<file path="src/rtl/aplic_msi_pkg.sv">
// Shared types for the APLIC MSI writer: queued request entry, write FSM states,
// AXI response code and the IMSIC interrupt-file address helper.
package aplic_msi_pkg;

    localparam logic [1:0] AXI_RESP_OKAY = 2'b00;
    localparam int         EIID_W        = 11;

    typedef struct packed {
        logic [63:0]       addr;
        logic [EIID_W-1:0] eiid;
    } msi_entry_t;

    typedef enum logic [1:0] {
        ST_IDLE      = 2'd0,
        ST_ADDR_DATA = 2'd1,
        ST_WAIT_B    = 2'd2
    } msi_state_e;

    // Each hart owns one 4 KiB interrupt-file page above the hart-0 base page.
    function automatic logic [63:0] msi_addr(input logic [43:0] ppn, input logic [63:0] hart);
        return {8'h00, ppn, 12'h000} + (hart << 6'd12);
    endfunction

endpackage

</file>
<file path="src/rtl/aplic_msi_fifo.sv">
// Request buffer for the MSI writer; pointers carry one extra wrap bit so that
// full and empty can be told apart. DEPTH must be a power of two, at least 2.
module aplic_msi_fifo #(
    parameter type T_ENTRY = logic,
    parameter int  DEPTH   = 4
) (
    input  logic   i_clk,
    input  logic   ni_rst,
    input  logic   i_push,
    input  T_ENTRY i_data,
    input  logic   i_pop,
    output T_ENTRY o_data,
    output logic   o_full,
    output logic   o_empty
);

    localparam int PTR_W = $clog2(DEPTH);

    logic [PTR_W:0] r_wptr;
    logic [PTR_W:0] r_rptr;
    T_ENTRY         r_mem [DEPTH];
    logic           w_push;
    logic           w_pop;

    assign w_push  = i_push && !o_full;
    assign w_pop   = i_pop && !o_empty;
    assign o_empty = (r_wptr == r_rptr);
    assign o_full  = (r_wptr[PTR_W] != r_rptr[PTR_W]) &&
                     (r_wptr[PTR_W-1:0] == r_rptr[PTR_W-1:0]);
    assign o_data  = r_mem[r_rptr[PTR_W-1:0]];

    // Read and write pointers advance modulo 2*DEPTH.
    always_ff @(posedge i_clk or negedge ni_rst) begin
        if (!ni_rst) begin
            r_wptr <= '0;
            r_rptr <= '0;
        end else begin
            if (w_push) begin
                r_wptr <= r_wptr + {{PTR_W{1'b0}}, 1'b1};
            end
            if (w_pop) begin
                r_rptr <= r_rptr + {{PTR_W{1'b0}}, 1'b1};
            end
        end
    end

    // Entry storage, cleared on reset so stale requests never reappear.
    always_ff @(posedge i_clk or negedge ni_rst) begin
        if (!ni_rst) begin
            for (int i = 0; i < DEPTH; i++) begin
                r_mem[i] <= '0;
            end
        end else if (w_push) begin
            r_mem[r_wptr[PTR_W-1:0]] <= i_data;
        end
    end

endmodule

</file>
<file path="src/rtl/aplic_msi_writer.sv">
// APLIC MSI writer: buffers MSI requests and issues them one at a time as 32-bit
// AXI writes to the target IMSIC. Optional error counter: APLIC_MSI_ERR_CNT_EN.
module aplic_msi_writer
    import aplic_msi_pkg::*;
#(
    parameter int NR_HARTS   = 1,
    parameter int FIFO_DEPTH = 4,
    parameter int HART_W     = (NR_HARTS > 1) ? $clog2(NR_HARTS) : 1
) (
    input  logic              i_clk,
    input  logic              ni_rst,
    input  logic              i_msi_valid,
    output logic              o_msi_ready,
    input  logic [HART_W-1:0] i_msi_hart,
    input  logic              i_msi_sdom,
    input  logic [10:0]       i_msi_eiid,
    input  logic [43:0]       i_mmsiaddr_ppn,
    input  logic [43:0]       i_smsiaddr_ppn,
    output logic              o_aw_valid,
    input  logic              i_aw_ready,
    output logic [63:0]       o_aw_addr,
    output logic              o_w_valid,
    input  logic              i_w_ready,
    output logic [31:0]       o_w_data,
    output logic [3:0]        o_w_strb,
    input  logic              i_b_valid,
    output logic              o_b_ready,
    input  logic [1:0]        i_b_resp,
    output logic              o_busy
`ifdef APLIC_MSI_ERR_CNT_EN
    ,
    output logic [15:0]       o_err_cnt
`endif
);

    msi_state_e  r_state;
    logic        r_active;
    msi_entry_t  w_enq_entry;
    msi_entry_t  w_head;
    logic [43:0] w_ppn;
    logic [63:0] w_hart_ext;
    logic        w_fifo_full;
    logic        w_fifo_empty;
    logic        w_push;
    logic        w_pop;
    logic        w_b_hs;
    logic        w_aw_fin;
    logic        w_w_fin;

    // Address is resolved at enqueue so later PPN changes do not affect queued MSIs.
    assign w_ppn       = i_msi_sdom ? i_smsiaddr_ppn : i_mmsiaddr_ppn;
    assign w_hart_ext  = {{(64-HART_W){1'b0}}, i_msi_hart};
    assign w_enq_entry = '{addr: msi_addr(w_ppn, w_hart_ext), eiid: i_msi_eiid};

    assign o_msi_ready = r_active && !w_fifo_full;
    assign w_push      = i_msi_valid && o_msi_ready;
    assign w_b_hs      = o_b_ready && i_b_valid;
    assign w_pop       = !w_fifo_empty &&
                         ((r_state == ST_IDLE) || ((r_state == ST_WAIT_B) && w_b_hs));
    assign w_aw_fin    = !o_aw_valid || i_aw_ready;
    assign w_w_fin     = !o_w_valid || i_w_ready;
    assign o_busy      = !w_fifo_empty || (r_state != ST_IDLE);

    aplic_msi_fifo #(
        .T_ENTRY (msi_entry_t),
        .DEPTH   (FIFO_DEPTH)
    ) u_fifo (
        .i_clk   (i_clk),
        .ni_rst  (ni_rst),
        .i_push  (w_push),
        .i_data  (w_enq_entry),
        .i_pop   (w_pop),
        .o_data  (w_head),
        .o_full  (w_fifo_full),
        .o_empty (w_fifo_empty)
    );

    // Holds o_msi_ready low while reset is asserted and for the first edge after.
    always_ff @(posedge i_clk or negedge ni_rst) begin
        if (!ni_rst) begin
            r_active <= 1'b0;
        end else begin
            r_active <= 1'b1;
        end
    end

    // Write FSM; AW and W are released independently, B is awaited before the next issue.
    always_ff @(posedge i_clk or negedge ni_rst) begin
        if (!ni_rst) begin
            r_state    <= ST_IDLE;
            o_aw_valid <= 1'b0;
            o_w_valid  <= 1'b0;
            o_b_ready  <= 1'b0;
            o_aw_addr  <= 64'h0;
            o_w_data   <= 32'h0;
            o_w_strb   <= 4'h0;
        end else begin
            case (r_state)
                ST_IDLE: begin
                    if (w_pop) begin
                        r_state <= ST_ADDR_DATA;
                    end
                end
                ST_ADDR_DATA: begin
                    if (o_aw_valid && i_aw_ready) begin
                        o_aw_valid <= 1'b0;
                    end
                    if (o_w_valid && i_w_ready) begin
                        o_w_valid <= 1'b0;
                    end
                    if (w_aw_fin && w_w_fin) begin
                        r_state   <= ST_WAIT_B;
                        o_b_ready <= 1'b1;
                    end
                end
                ST_WAIT_B: begin
                    if (w_b_hs) begin
                        o_b_ready <= 1'b0;
                        r_state   <= w_pop ? ST_ADDR_DATA : ST_IDLE;
                    end
                end
                default: begin
                    r_state    <= ST_IDLE;
                    o_aw_valid <= 1'b0;
                    o_w_valid  <= 1'b0;
                    o_b_ready  <= 1'b0;
                end
            endcase
            // Popping the head always launches a fresh AW/W pair.
            if (w_pop) begin
                o_aw_addr  <= w_head.addr;
                o_w_data   <= {21'h0, w_head.eiid};
                o_w_strb   <= 4'hF;
                o_aw_valid <= 1'b1;
                o_w_valid  <= 1'b1;
            end
        end
    end

`ifdef APLIC_MSI_ERR_CNT_EN
    // Saturating count of non-OKAY write responses.
    always_ff @(posedge i_clk or negedge ni_rst) begin
        if (!ni_rst) begin
            o_err_cnt <= 16'h0;
        end else if (w_b_hs && (i_b_resp != AXI_RESP_OKAY) && (o_err_cnt != 16'hFFFF)) begin
            o_err_cnt <= o_err_cnt + 16'h1;
        end
    end
`else
    logic w_unused_resp;
    assign w_unused_resp = ^i_b_resp;
`endif

endmodule
</file>
<file path="config.mk">
export PLATFORM = sky130hd
export DESIGN_NAME = aplic_msi_writer
export DESIGN_NICKNAME = d
export VERILOG_FILES = /design/src/rtl/aplic_msi_pkg.sv /design/src/rtl/aplic_msi_fifo.sv /design/src/rtl/aplic_msi_writer.sv
export SDC_FILE = /design/constraint.sdc
export NUM_CORES = 1
export LEC_CHECK = 0
export CAP_MARGIN = 20
export CORE_ASPECT_RATIO = 2
export CORE_UTILIZATION = 45
export DETAILED_ROUTE_END_ITERATION = 8
export PLACE_DENSITY_LB_ADDON = 0.12
export SLEW_MARGIN = 20
export SYNTH_ARGS = -nofsm -noshare
export SYNTH_HDL_FRONTEND = slang
export SYNTH_SLANG_ARGS = --single-unit
</file>
<file path="constraint.sdc">
create_clock -name i_clk -period 2 [get_ports i_clk]
set_clock_uncertainty 0.05 [all_clocks]
set_input_delay 0.6 -clock i_clk [delete_from_list [all_inputs] [get_ports i_clk]]
set_output_delay 0.6 -clock i_clk [all_outputs]
set_load 0.05 [all_outputs]
</file>
==> metrics.yaml <==
timing:
  tightest_slew_ns: 0.6704
  final_hold_viol_count: 0
  setup_violations: 158
  maxSlewHeadroom_pct: 54.03
  final-max-slew-violation-count: 0
  period_needed_ns: 2.494
  rsz0062_at_grt: "true"
  fmax_mhz: 401.0
  finalCritPeriodShare_pct: 124.7
  fin_ws_ns: -0.4937
yosys:
  syn-cell-area_um2: 14220
  synth_edf_count: 0
  synth-seq-cells: 293
  synth_commonest_cells: "dfrtp_1 (293), nand2_1 (206), mux2_2 (119)"
  yosys.area.top_type: "dfrtp_1"
  synth-async-reset-ratio_pct: 100.0
  synth_top_area_share_pct: 51.54
  synth_top_flop_cell: "dfrtp_1"
  synthCells: 1214
  synth.most_common_cell: "dfrtp_1"
  syn_area_per_cell_um2: 11.72
  yosysWarnings: 0
  synth_cell_types: 55
  netlist_top_cells_area: "dfrtp_1 (52%), mux2_2 (9.4%), mux4_2 (8.9%)"
  yosysSeqAreaShare_pct: 51.54
worst_setup_path:
  critPathKind: "reg -> out"
  cp.arrival_ns: 1.84
  critPathMaxStageDelay_ns: 0.49
  crit_chain: "xnor2_2, nand3b_1, or3_4, buf_6"
  worstSetupStartpointType: "register"
  cp_slowest_cell: "dfrtp_4"
  cp-end-kind: "output pin"
  path_max_fanout: 2
  cp.required_ns: 1.35
detailed_routing:
  drtPass1Iterations: 5
  vias_per_cell: 5.318
  first_iter_violations: 530
  drt-wirelength-per-cell_um: 20.11
  drcViolationCount: 0
  num_vias: 10965
  wl_um: 41470
  ant_nets: 0
cts:
  cts_tree: "done"
  clock-root-buffer: "clkbuf_16"
  cts_buffers: 27
  clk_latency_ns: 0.56
  h-tree-depth: 1
  cts_buffer_depth: 3
  path_clk_slew_ns: 0.07
  cts_sinks: 293
floorplan:
  die_width_um: 127.7
  core_area_um2: 30970
  pin_count: 214
  dieArea_um2: 32370
  row_count: 91
  die_h_um: 253.4
  initial_core_util_pct: 45.93
run_status:
  violations: "setup timing"
  status: "complete, but fails checks"
final_layout:
  drive_gt1_share_pct: 45.83
  area_growth_pct: 47.83
  fillers: 2349
  final_nets: 1738
  fin_cells: 2062
run:
  drv_cap: 0
power:
  leakage_nw: 9.917
  power.total_w: 0.02935
  peakVddDrop_v: 0.001008
  cellPowerDensity_nw_per_um2: 1396
placement:
  routabilityCongestion: 0.8695
  detailed_place_hpwl_um: 26950
  portBuffers: 171
  dp_cells: 1921
grt:
  grt_antenna_before_repair: 3
  grt_overflow_total: 0
  grt_use_total_pct: 25.51
  grt_first_pass_wirelength_um: 62380
  grt_pass1_vias: 11397
  grt_max_degree: 62
worst_hold_path:
  hp-class: "reg -> reg"
-- logic make-up after synthesis --
logic type	Yosys count	share of synthesized area, %
other	2	0.05279
and+or+nand+nor	313	10.82
muxes	207	20.54
adders and majority gates	7	0.6157
buffers and inverters	125	4.811
DFF	293	51.54
AOI/OAI and AO/OA	218	8.602
xor gates and xnor gates	49	3.017
-- power breakdown --
group | internal, W | total, W | switching [W]
Sequential | 0.00871 | 0.0102 | 0.00151
Combinational | 0.00666 | 0.0135 | 0.00684
Clock | 0.00331 | 0.00564 | 0.00233
-- through the flow --
stage | instance area (um2) | setup slack, ns | setup TNS, ns | hold slack (ns) | util (%)
floorplan | 14820 | -0.8392 | -111.96 | 0.2544 | -
finish | 21030 | -0.4937 | -19.88 | 0.4223 | 67.90
detailed placement | 18050 | -0.9938 | -156.86 | 0.4149 | 58.28
global route | 21020 | -0.5409 | -28.57 | 0.4439 | 67.89
CTS | 20360 | -0.5377 | -10.26 | 0.4304 | 65.73
global placement | 18050 | -0.8859 | -147.61 | 0.4059 | 58.28
-- per-layer routing --
layer | vias to the layer above | wire [um] | global-route usage, %
met4 | 0 | 1759 | 11.80
met1 | 5524 | 15270 | 28.98
li1 | 5054 | - | -
met5 | - | 0 | 0
met2 | 297 | 22680 | 47.00
met3 | 90 | 1762 | 3.106
-- layout make-up --
class                   instances  area (um2)  share of cell area, %
clock buffers                  35       755.7                  3.594
diodes                          3       7.507                0.03570
clock inverters                13       201.4                 0.9579
inverters                       9       36.28                 0.1725
multi-input cells             836        7547                  35.89
repair buffers                455        4619                  21.97
flip-flops and latches        293        7338                  34.90
well taps                     418       523.0                  2.487
-- cell usage in the layout, fill, tap and decap left out, types with 41 or more instances in the layout --
cell type,Yosys,layout
buf_6,1,46
o21ai_1,85,100
o21ai_2,0,64
mux2_2,119,102
clkdlybuf4s50_1,0,42
mux4_2,56,56
dlygate4sd2_1,0,52
dfrtp_1,293,290
conb_1,2,41
buf_12,0,43
buf_4,47,242
nand2_1,206,191
-- sequential cells by signal, indices dropped and copies added, names as in the netlist --
signal         flops
u_fifo.r_mem     224
o_aw_addr         45
o_w_data          11
u_fifo.r_rptr      3
u_fifo.r_wptr      3
r_state            2
o_aw_valid         1
o_b_ready          1
o_w_strb           1
o_w_valid          1
r_active           1
-- timing repair --
| item | 4_1_cts | 5_1_grt |
|---|---|---|
| cloned | 7 | 6 |
| buffers inserted | 60 | 23 |
| endpoints found under the setup margin | 185 | 186 |
| hold buffers | 1 | 0 |
| pin swaps | 86 | 56 |
| hold endpoints to repair | 28 | 0 |
| gates resized for setup | 210 | 121 |
-- path summary, 6_finish.rpt --
kind | from | endpoint | slack (ns) | cells after the start
worst min register to register | u_fifo.r_mem[29] | u_fifo.r_mem[29] | 0.42 | 2
worst max-delay path | u_fifo.r_rptr[0] | o_busy | -0.49 | 4
worst max register to register | u_fifo.r_rptr[0] | u_fifo.r_mem[7] | -0.09 | 9
min in group asynchronous | ni_rst | o_b_ready | 0.48 | 2
max in group asynchronous | ni_rst | u_fifo.r_rptr[0] | 0.74 | 3
worst min-delay path | u_fifo.r_mem[29] | u_fifo.r_mem[29] | 0.42 | 2
-- critical path: cells and delay by family (launching register included) --
kind	cells	cell delay [ns]
flip-flops	1	0.49
AND/OR/NAND/NOR	2	0.49
buffers and inverters	1	0.16
XOR/XNOR	1	0.15
(Power assumes the default switching activity.)
